==> src/rtl/dmem_lane_ctrl.sv <==
// Load/store front end for four byte-lane data BRAMs: lane steering, write-data rotation and load re-alignment.
// Optional macro MISALIGN_SPLIT_EN: split word-crossing accesses into two beats instead of rejecting them.
module dmem_lane_ctrl #(
  parameter int ADDR_WIDTH = 13
) (
  input  logic                  clk_i,
  input  logic                  rst_i,
  input  logic                  req_valid_i,
  output logic                  req_ready_o,
  input  logic                  req_we_i,
  input  logic [1:0]            req_size_i,
  input  logic                  req_signed_i,
  input  logic [ADDR_WIDTH-1:0] req_addr_i,
  input  logic [31:0]           req_wdata_i,
  output logic                  rsp_valid_o,
  output logic [31:0]           rsp_data_o,
  output logic                  rsp_err_o,
  output logic [ADDR_WIDTH-1:0] lane_w_addr_o,
  output logic [ADDR_WIDTH-1:0] lane_r_addr_o,
  output logic [3:0]            lane_write_en_o,
  output logic [3:0]            lane_read_en_o,
  output logic [31:0]           lane_din_o,
  input  logic [31:0]           lane_dout_i,
  output logic                  dbg_state_o
);

  // Handshake: a request is taken on the posedge where req_valid_i && req_ready_o;
  // rsp_valid_o is a single-cycle pulse per taken request, rsp_data_o/rsp_err_o valid with it.

  localparam int WW = ADDR_WIDTH - 2;

  function automatic logic [2:0] size_bytes(input logic [1:0] s);
    case (s)
      2'b00:   return 3'd1;
      2'b01:   return 3'd2;
      default: return 3'd4;
    endcase
  endfunction

  function automatic logic [3:0] lanes_beat1(input logic [1:0] off, input logic [2:0] n);
    logic [3:0] m;
    m = '0;
    for (int l = 0; l < 4; l++) m[l] = (l >= int'(off)) && (l < int'(off) + int'(n));
    return m;
  endfunction

  function automatic logic [31:0] rot_left(input logic [31:0] d, input logic [1:0] off);
    case (off)
      2'd0:    return d;
      2'd1:    return {d[23:0], d[31:24]};
      2'd2:    return {d[15:0], d[31:16]};
      default: return {d[7:0], d[31:8]};
    endcase
  endfunction

  function automatic logic [31:0] rot_right(input logic [31:0] d, input logic [1:0] off);
    case (off)
      2'd0:    return d;
      2'd1:    return {d[7:0], d[31:8]};
      2'd2:    return {d[15:0], d[31:16]};
      default: return {d[23:0], d[31:24]};
    endcase
  endfunction

  function automatic logic [31:0] extend(input logic [31:0] d, input logic [2:0] n, input logic sgn);
    case (n)
      3'd1:    return {{24{sgn & d[7]}}, d[7:0]};
      3'd2:    return {{16{sgn & d[15]}}, d[15:0]};
      default: return d;
    endcase
  endfunction

  logic [2:0]    req_n;
  logic [1:0]    req_off;
  logic [WW-1:0] req_word;
  logic          req_mis;
  logic [3:0]    req_mask;
  logic [31:0]   load_now;
  logic [ADDR_WIDTH-1:0] lane_addr;

  assign req_n    = size_bytes(req_size_i);
  assign req_off  = req_addr_i[1:0];
  assign req_word = req_addr_i[ADDR_WIDTH-1:2];
  assign req_mis  = ({1'b0, req_off} + req_n) > 3'd4;
  assign req_mask = lanes_beat1(req_off, req_n);
  assign load_now = extend(rot_right(lane_dout_i, req_off), req_n, req_signed_i);

  logic          rsp_valid_q;
  logic [31:0]   rsp_data_q;
  logic          rsp_err_q;

  assign rsp_valid_o   = rsp_valid_q;
  assign rsp_data_o    = rsp_data_q;
  assign rsp_err_o     = rsp_err_q;
  assign lane_w_addr_o = lane_addr;
  assign lane_r_addr_o = lane_addr;

`ifdef MISALIGN_SPLIT_EN
  typedef enum logic {IDLE = 1'b0, SPLIT = 1'b1} state_t;

  function automatic logic [3:0] lanes_beat2(input logic [1:0] off, input logic [2:0] n);
    logic [3:0] m;
    m = '0;
    for (int l = 0; l < 4; l++) m[l] = (l + 4) < (int'(off) + int'(n));
    return m;
  endfunction

  state_t        state_q;
  logic          sv_we_q;
  logic [2:0]    sv_n_q;
  logic          sv_signed_q;
  logic [1:0]    sv_off_q;
  logic [WW-1:0] sv_word_q;
  logic [31:0]   sv_wdata_q;
  logic [31:0]   beat1_q;
  logic [WW-1:0] word_next;
  logic [3:0]    sv_mask;
  logic [31:0]   merged_d;
  logic [31:0]   load_split_d;

  assign req_ready_o = (state_q == IDLE);
  assign dbg_state_o = state_q;
  assign word_next   = sv_word_q + 1'b1;
  assign sv_mask     = lanes_beat2(sv_off_q, sv_n_q);

  // Lanes at or above the start offset were read in beat 1; the low lanes come from beat 2.
  always_comb begin
    merged_d = '0;
    for (int l = 0; l < 4; l++)
      merged_d[8*l +: 8] = (l >= int'(sv_off_q)) ? beat1_q[8*l +: 8] : lane_dout_i[8*l +: 8];
    load_split_d = extend(rot_right(merged_d, sv_off_q), sv_n_q, sv_signed_q);
  end

  always_comb begin
    lane_addr       = '0;
    lane_write_en_o = '0;
    lane_read_en_o  = '0;
    lane_din_o      = '0;
    if (state_q == SPLIT) begin
      lane_addr  = {word_next, 2'b00};
      lane_din_o = rot_left(sv_wdata_q, sv_off_q);
      if (sv_we_q) lane_write_en_o = sv_mask;
      else         lane_read_en_o  = sv_mask;
    end else if (req_valid_i) begin
      lane_addr  = {req_word, 2'b00};
      lane_din_o = rot_left(req_wdata_i, req_off);
      if (req_we_i) lane_write_en_o = req_mask;
      else          lane_read_en_o  = req_mask;
    end
    if (rst_i) begin
      lane_write_en_o = '0;
      lane_read_en_o  = '0;
    end
  end

  always_ff @(posedge clk_i or posedge rst_i) begin
    if (rst_i) begin
      state_q     <= IDLE;
      rsp_valid_q <= 1'b0;
      rsp_data_q  <= '0;
      rsp_err_q   <= 1'b0;
      sv_we_q     <= 1'b0;
      sv_n_q      <= 3'd1;
      sv_signed_q <= 1'b0;
      sv_off_q    <= '0;
      sv_word_q   <= '0;
      sv_wdata_q  <= '0;
      beat1_q     <= '0;
    end else begin
      rsp_valid_q <= 1'b0;
      rsp_err_q   <= 1'b0;
      case (state_q)
        IDLE: begin
          if (req_valid_i) begin
            if (!req_mis) begin
              rsp_valid_q <= 1'b1;
              rsp_data_q  <= req_we_i ? 32'h0 : load_now;
            end else begin
              sv_we_q     <= req_we_i;
              sv_n_q      <= req_n;
              sv_signed_q <= req_signed_i;
              sv_off_q    <= req_off;
              sv_word_q   <= req_word;
              sv_wdata_q  <= req_wdata_i;
              beat1_q     <= lane_dout_i;
              state_q     <= SPLIT;
            end
          end
        end
        default: begin
          rsp_valid_q <= 1'b1;
          rsp_data_q  <= sv_we_q ? 32'h0 : load_split_d;
          state_q     <= IDLE;
        end
      endcase
    end
  end
`else
  assign req_ready_o = 1'b1;
  assign dbg_state_o = 1'b0;

  // Misaligned requests still present an address but never enable a lane.
  always_comb begin
    lane_addr       = '0;
    lane_write_en_o = '0;
    lane_read_en_o  = '0;
    lane_din_o      = '0;
    if (req_valid_i) begin
      lane_addr  = {req_word, 2'b00};
      lane_din_o = rot_left(req_wdata_i, req_off);
      if (!req_mis && !rst_i) begin
        if (req_we_i) lane_write_en_o = req_mask;
        else          lane_read_en_o  = req_mask;
      end
    end
  end

  always_ff @(posedge clk_i or posedge rst_i) begin
    if (rst_i) begin
      rsp_valid_q <= 1'b0;
      rsp_data_q  <= '0;
      rsp_err_q   <= 1'b0;
    end else begin
      rsp_valid_q <= req_valid_i;
      rsp_err_q   <= req_valid_i && req_mis;
      if (req_valid_i)
        rsp_data_q <= (req_we_i || req_mis) ? 32'h0 : load_now;
    end
  end
`endif

endmodule

==> config.mk <==
export PLATFORM = sky130hd
export DESIGN_NAME = dmem_lane_ctrl
export DESIGN_NICKNAME = d
export VERILOG_FILES = /design/src/rtl/dmem_lane_ctrl.sv
export SDC_FILE = /design/constraint.sdc
export NUM_CORES = 1
export LEC_CHECK = 0
export ABC_AREA = 1
export BUFFER_PORTS_ARGS = -buffer_cell sky130_fd_sc_hd__buf_4
export CAP_MARGIN = 30
export CORE_ASPECT_RATIO = 1.1
export CORE_MARGIN = 2
export CORE_UTILIZATION = 51
export DETAILED_ROUTE_END_ITERATION = 6
export GPL_TIMING_DRIVEN = 0
export PLACE_DENSITY = 0.86
export REMOVE_ABC_BUFFERS = 1
export SYNTH_ARGS = -nofsm -noshare
export SYNTH_HDL_FRONTEND = slang
export SYNTH_SLANG_ARGS = --single-unit
==> constraint.sdc <==
create_clock -name clk_i -period 12.3 [get_ports clk_i]
set_clock_uncertainty 0.15 [all_clocks]
set_input_delay 3.69 -clock clk_i [delete_from_list [all_inputs] [get_ports clk_i]]
set_output_delay 3.69 -clock clk_i [all_outputs]
set_load 0.02 [all_outputs]
After elaboration in Yosys (flattened, before gate mapping)
Cells that the tools add are included.
{"block": "op_classes", "n_div": 0, "multipliers": 0, "n_bitwise": 2, "n_eq_ne": 5, "n_reduce_logical": 10, "n_shift": 0, "n_mux": 13, "order_cmp": 8, "n_addsub": 2}
{"operator": "$pmux W32 S3", "n": 2}
{"operator": "$mux W32", "n": 2}
{"operator": "$pmux W32 S2", "n": 1}
{"operator": "$lt A1 B32 Y1 const A", "n": 1}
{"operator": "$lt A2 B32 Y1 const A", "n": 1}
{"operator": "$lt A3 B32 Y1 const A", "n": 1}
{"operator": "$mux W4", "n": 6}
{"operator": "$mux W13", "n": 1}
{"operator": "$pmux W3 S2", "n": 1}
{"operator": "$logic_and A1 B1 Y1", "n": 5}
{"operator": "$add A2 B3 Y4", "n": 1}
{"operator": "$eq A2 B1 Y1 const B", "n": 2}
{"operator": "$ge A1 B2 Y1 const A", "n": 2}
{"operator": "$logic_not A2 Y1", "n": 2}
{"operator": "$lt A2 B4 Y1 const A", "n": 1}
{"operator": "$add A2 B3 Y3", "n": 1}
{"operator": "$eq A3 B1 Y1 const B", "n": 1}
{"operator": "$eq A3 B2 Y1 const B", "n": 1}
{"operator": "$gt A3 B3 Y1 const B", "n": 1}
{"operator": "$and A1 B1 Y1", "n": 2}
{"operator": "$eq A2 B2 Y1 const B", "n": 1}
{"operator": "$ge A2 B2 Y1 const A", "n": 1}
{"operator": "$logic_not A1 Y1", "n": 2}
{"operator": "$logic_or A1 B1 Y1", "n": 1}
{"block": "totals", "in_bits": 84, "latch_bits": 0, "regBits": 34, "mem_bits_ro": 0, "elab_cells": 43, "n_memories": 0, "mem_bits_rw": 0}

Logic depth before layout (Yosys ltp)
Gate-level depths: netlist (run 1).
{"block": "logic_depth", "depth_word": 8, "depth_mapped": 14, "ltp_nobuf": 12}

Least setup slack after synthesis (run 1)
Ideal clock, no wire load.
{"block": "synth_timing", "path_type": "input-to-output", "start": "input req_size_i[1]", "end": "output lane_read_en_o[1]", "required_ns": 8.460, "t_arrival_ns": 5.950, "n_path_buf": 3, "cell_stages": 13, "setup_slack_ns": 2.510, "path_cell_list": "buf_2 -> inv_1 -> nand2_1 -> inv_1 -> ha_1 -> inv_1 -> fa_1 -> nand2_1 -> nand2_1 -> nand2_1 -> buf_2 -> buf_2 -> nor3_1"}
{"block": "synth_between", "elab_chain_len": 8}
{"element": "from (decl)", "line_no": "11", "rtl": "input logic [1:0] req_size_i,"}
{"element": "$eq A2 B1 Y1 or $logic_not A2 Y1 (tied branches)", "line_no": "33", "rtl": "case (s)"}
{"element": "$pmux W3 S2 *", "line_no": "33"}
{"element": "$add A2 B3 Y4 or $add A2 B3 Y3 (tied branches)", "line_no": "43, 84"}
{"element": "$lt A2 B32 Y1 or $gt A3 B3 Y1 (tied branches)", "line_no": "43, 84"}
{"element": "$logic_and A1 B1 Y1 or $logic_not A1 Y1 (tied branches)", "line_no": "43, 211"}
{"element": "$mux W4 or $logic_and A1 B1 Y1 (tied branches)", "line_no": "212, 211"}
{"element": "$mux W4 *", "line_no": "211", "rtl": "if (!req_mis && !rst_i) begin"}
{"element": "$mux W4 *", "line_no": "208", "rtl": "if (req_valid_i) begin"}
{"element": "to (decl)", "line_no": "21", "rtl": "output logic [3:0] lane_read_en_o,"}
Every way passes the cells marked *; elsewhere a longest branch is shown, timed or not.

Worst setup path after layout (run 1)
Ends and elaborated chain as after synthesis.

==> results of run 1 <==
==> path summary, 6_finish.rpt <==
kind | end | startpoint | slack [ps] | cells past startpoint
worst max register to register | rsp_data_o[6] | rsp_data_o[6] | 11410 | 2
worst max-delay path | lane_read_en_o[1] | req_size_i[1] | 1790 | 12
worst min-delay path | rsp_data_o[28] | rsp_data_o[28] | 330 | 2
min in group asynchronous | rsp_err_o | rst_i | 3410 | 2
worst min register to register | rsp_data_o[28] | rsp_data_o[28] | 330 | 2
max in group asynchronous | rsp_data_o[26] | rst_i | 8030 | 3
==> through the flow <==
stage          utilization (%)  power [W]  std cells  hold slack [ps]  setup WS [ps]
2_1_floorplan                -   0.000225        620              441           2530
3_3_place_gp              67.1   0.000309        886              314            961
3_5_place_dp              68.6   0.000317        890              318           1860
4_1_cts                   69.9   0.000404        898              337           1850
5_1_grt                   69.9   0.000429        898              351           1620
6_report                  69.9   0.000404        898              334           1790
==> cell usage in the layout, fill, tap and decap left out, drive strengths merged <==
cell | synthesis | final
ha | 2 | 2
o221ai | 2 | 2
dfrtp | 34 | 34
nor3 | 6 | 6
o211ai | 36 | 36
o2111ai | 8 | 8
fa | 1 | 1
inv | 72 | 72
nor2 | 49 | 49
nand4 | 2 | 2
nand2 | 270 | 270
nand3 | 49 | 49
conb | 2 | 6
o21ai | 62 | 62
a21oi | 13 | 13
clkinv | 2 | 3
xnor2 | 1 | 1
or2 | 5 | 5
clkbuf | 19 | 7
buf | 44 | 183
==> power breakdown <==
part           switching [W]  internal [W]  total (W)
combinational       0.000114     0.0000757   0.000189
clock              0.0000430     0.0000452  0.0000882
sequential        0.00000565      0.000121   0.000127
total               0.000162      0.000242   0.000404
==> worst reg2reg max path, delay by kind of cell, from the launching register on <==
kind / cells / cell delay, ps
flip-flops: 1 / 390
AND/OR/NAND/NOR: 1 / 70
AO/OA/AOI/OAI: 1 / 110
==> logic make-up (layout without fill, tap and decap cells) <==
kind of cell	after synthesis	in the layout	synth area share [%]
AO/OA/AOI/OAI	121	121	19.3
flip-flops	34	34	22.4
AND/OR/NAND/NOR	381	381	40.5
buffers and inverters	137	265	16.2
other	2	6	0.198
XOR/XNOR	1	1	0.231
adder cells (fa/ha/maj)	3	3	1.19
==> cell type report <==
| cell class | count | area (µm²) | area share (%) |
|---|---|---|---|
| tap | 87 | 109 | 2.12 |
| inverter | 74 | 278 | 5.41 |
| multi-input combinational | 512 | 2360 | 46.0 |
| timing repair buffer | 183 | 1450 | 28.2 |
| clock buffer | 7 | 86.3 | 1.68 |
| clock inverter | 1 | 5.00 | 0.0974 |
| sequential | 34 | 851 | 16.6 |
==> state kept, by name (all words and copies together) (netlist names) <==
name and flops:
rsp_err_o 1, rsp_valid_o 1, rsp_data_o 32
==> layer usage <==
layer,vias up,global-route usage (%),part of all wire [%]
met3,30,5.42,8.3
met1,2265,39.8,40
met2,267,52.4,50
met5,-,0,0
met4,0,11.1,2.2
li1,2406,-,-
==> impl_metrics.ini, run 1 <==
[critical_path]
crit_path_max_fanout = 29
crit_family = simple AND/OR/NAND/NOR gates
critPathMaxStageDelay_ps = 630
critical_path_buf_inv_count = 5
start_kind = input pin
cp.required_ps = 8460
cp_cell_sequence = buf_4, inv_1, nand2_1, inv_1, ha_1, inv_1, fa_1, nand2_1, nand2_1, nand2_1, nor3_1, buf_4
cpMaxStageDelayCell = nand2_1
cp_common_cell = nand2_1
critPathArrivalTime_ps = 6670
critPathKind = in -> out
crit_path_end_kind = output port

[clock_tree]
ctsHoldBuffers = 0
cts_resized = 0
clockRootBuffer = clkbuf_8
cts_buffers = 5
clk-insertion-delay-late_ps = 290
cts.sinks = 34
cts_tree = built
cts.clk_slew.worst_paths_ps = 70
max-clock-path-buffers = 2
cts_setup_buffers = 0
cts-htree-levels = 2

[floorplan]
row_count = 33
start_util_pct = 51.7
io_pins = 186
dieArea_um2 = 8160
core-area_um2 = 7350
die_h_um = 94.5
die_w_um = 86.3

[finish]
num_antenna_cells = 0
nFillCells = 654
finalInstanceArea_um2 = 5140
final_layout_size_suffix_gt1_share_pct = 24.7
fin_nets = 897
syn_to_final_growth_pct = 35.2

[power]
power-per-cell-area_nw_per_um2 = 78.8
ir_drop_mv = 0.0569
power_leakage_nw = 2.97

[routing]
dr.pass1.iters = 5
route.detailed.vias_per_inst = 5.53
drt-total-wl_um = 13000
drt_iter0_drc = 292
wl_per_cell_um = 14.5
num_vias = 4968
drtAntennaViolNets = 0
drcViolationCount = 0

[synth]
yosysWarnings = 0
avgSynthCellArea_um2 = 5.59
synth_cell_types = 29
synth_edf_count = 0
seq_area_frac_synth_pct = 22.4
synthesis.area_um2 = 3800
async_reset_ff_share_pct = 100
synth-seq-cells = 34
synth.top_cell.area_share_pct = 26.6
synth_flop_cell = dfrtp_1
ys_top_cells_by_count = 269 x nand2_1, 71 x inv_1, 60 x o21ai_0
synthCells = 679
yosysMostFrequentCell = nand2_1
yosys.area.top_type = nand2_1
synth_area_leaders = nand2_1 27%, dfrtp_1 22%, o21ai_0 7.9%, o211ai_1 7.1%, inv_1 7.0%

[sta]
slew_headroom_pct = 27.8
rsz0062_at_grt = false
setup_violations = 0
period_needed_ps = 10510
slew_viol_final = 0
fmax_mhz = 95.1
final_hold_viol_count = 0
tns_ps = 0
period_share_pct = 85.5
worst_pin_slew_ps = 1080

[outcome]
outcome = finished clean

[place]
placed_cell_area_um2 = 5040
dp_hpwl_um = 9010
portBuffers = 179
gp_congestion = 0.852

[global_routing]
grt_pass1_vias = 4498
grt_pass1_wl_um = 20800
antenna_found_initial = 0
grt_use_total_pct = 31.0
grt_overflow = 0
grt_max_degree = 56

[flow_run]
drv_cap = 0

[min_path]
hp-class = reg -> reg
Note: power is estimated with default switching activity, not from simulation.
==> run 2, diff against run 1 <==
--- a/config.mk
+++ b/config.mk
@@ -14,7 +14,6 @@
 export DETAILED_ROUTE_END_ITERATION = 6
 export GPL_TIMING_DRIVEN = 0
 export PLACE_DENSITY = 0.86
-export REMOVE_ABC_BUFFERS = 1
 export SYNTH_ARGS = -nofsm -noshare
 export SYNTH_HDL_FRONTEND = slang
 export SYNTH_SLANG_ARGS = --single-unit
==> impl_metrics.ini, run 2 (synthesis gave the netlist of run 1 again) <==
[finish]
num_antenna_cells = 0
fin_nets = 956
final_layout_size_suffix_gt1_share_pct = 27.3
syn_to_final_growth_pct = 42.1
mostFrequentLayoutCells = 269 x nand2_1, 197 x buf_4, 71 x inv_1
final_common_cell = nand2_1
largest_register_ffs = 32
layoutNonFillerInstCount = 956

[place]
dp_hpwl_um = 12500
placed_cells = 949
portBuffers = 178
gp_congestion = 1.01

[global_routing]
met2_usage_pct = 68.0
grt_use_total_pct = 38.7
top_usage_layer = met2
antenna_found_initial = 0
grt_max_degree = 26
grt_overflow = 0
use_met1_pct = 44.7
grt_pass1_wl_um = 25100
grt_util_met3_pct = 5.42
grt_pass1_vias = 5174

[power]
power_leakage_nw = 3.15
ir_drop_mv = 0.0604
power_w = 0.000441
power-per-cell-area_nw_per_um2 = 81.6

[floorplan]
io_pins = 186
die_w_um = 86.3
start_util_pct = 51.7
dieArea_um2 = 8160
row_count = 33
die_h_um = 94.5
core-area_um2 = 7350

[clock_tree]
clk-insertion-delay-late_ps = 280
cts_buffers = 5
cts-htree-levels = 2
max-clock-path-buffers = 2
cts.sinks = 34
cts_resized = 0
ctsHoldBuffers = 0
cts.clk_slew.worst_paths_ps = 70
cts_setup_buffers = 0
clockRootBuffer = clkbuf_8
cts_tree = built

[min_path]
holdCritStartpoint = rsp_data_o[25]
hold_end = rsp_data_o[25]
hp-class = reg -> reg
min_path_cells = 2

[critical_path]
r2r-start = rsp_data_o[6]
critPathArrivalTime_ps = 6400
reg2reg_to = rsp_data_o[6]
start_kind = input pin
critPathKind = in -> out
crit_path_max_fanout = 10
reg2reg_depth = 2
crit_path_end_kind = output port
cp.required_ps = 8460
r2r_slack_ps = 11470

[sta]
slew_headroom_pct = 55.3
period_needed_ps = 10240
setup_violations = 0
tns_ps = 0
slew_viol_final = 0
fmax_mhz = 97.7
rsz0062_at_grt = false
final_hold_viol_count = 0
worst_pin_slew_ps = 671
period_share_pct = 83.2

[routing]
wl_per_cell_um = 16.9
route.detailed.vias_per_inst = 5.74
drt_iter0_drc = 535
num_vias = 5486
drtAntennaViolNets = 0
drt-total-wl_um = 16100
dr.pass1.iters = 7
drcViolationCount = 1

[flow_run]
drv_cap = 0

[outcome]
outcome = finished, violations left
violations = design-rule violations
run 2: changes by cell type in the layout (fill, tap and decap cells not counted), sizes merged:
cell and delta:
clkinv -1, clkbuf +18, buf +40, bufinv +1
run 2: how the worst max path moves through the flow:
stage                   from           endpoint  slack [ps]  cells after the start
3_3_place_gp   req_size_i[1]  lane_read_en_o[0]        2260                     14
2_1_floorplan  req_size_i[1]  lane_read_en_o[1]        2510                     13
3_5_place_dp   req_size_i[1]  lane_read_en_o[2]        2160                     14
4_1_cts        req_size_i[1]  lane_read_en_o[2]        2150                     14
6_report       req_size_i[1]  lane_read_en_o[0]        2060                     14
5_1_grt        req_size_i[1]  lane_read_en_o[0]        1920                     14
run 2: power breakdown:
group | internal [W] | total, W | switching, W
clock | 0.0000649 | 0.000108 | 0.0000427
sequential | 0.000121 | 0.000127 | 0.00000580
combinational | 0.0000808 | 0.000206 | 0.000125
total | 0.000267 | 0.000441 | 0.000174
run 2: per-stage QoR:
step	cell area, µm²	worst slack (ps)	hold slack (ps)	utilization (%)
2_1_floorplan	3810	2510	441	-
3_3_place_gp	5260	2260	317	71.6
3_5_place_dp	5290	2160	316	71.9
4_1_cts	5400	2150	338	73.5
5_1_grt	5400	1920	358	73.5
6_report	5400	2060	335	73.5
run 2: layer usage:
layer / part of all wire (%) / routed length, µm
met5: 0 / 0
met4: 5.4 / 867
met3: 11 / 1710
met2: 49 / 7910
met1: 35 / 5630
run 2: worst max-delay path, stage by stage:
cell	delay (ps)
buf_2	190
inv_1	160
nand2_1	130
inv_1	260
ha_1	240
inv_1	60
fa_1	410
xnor2_1	230
nand2_1	130
nand2_1	90
buf_2	270
buf_2	280
nor3_1	70
buf_4	180
run 2: final cells by class:
cell class / instances / area (µm²)
timing repair buffer: 179 / 1360
tap: 87 / 109
inverter: 74 / 278
clock inverter: 1 / 30.0
buffer: 63 / 337
sequential: 34 / 851
clock buffer: 6 / 82.6
multi-input combinational: 512 / 2350
fill: 612 / 1950
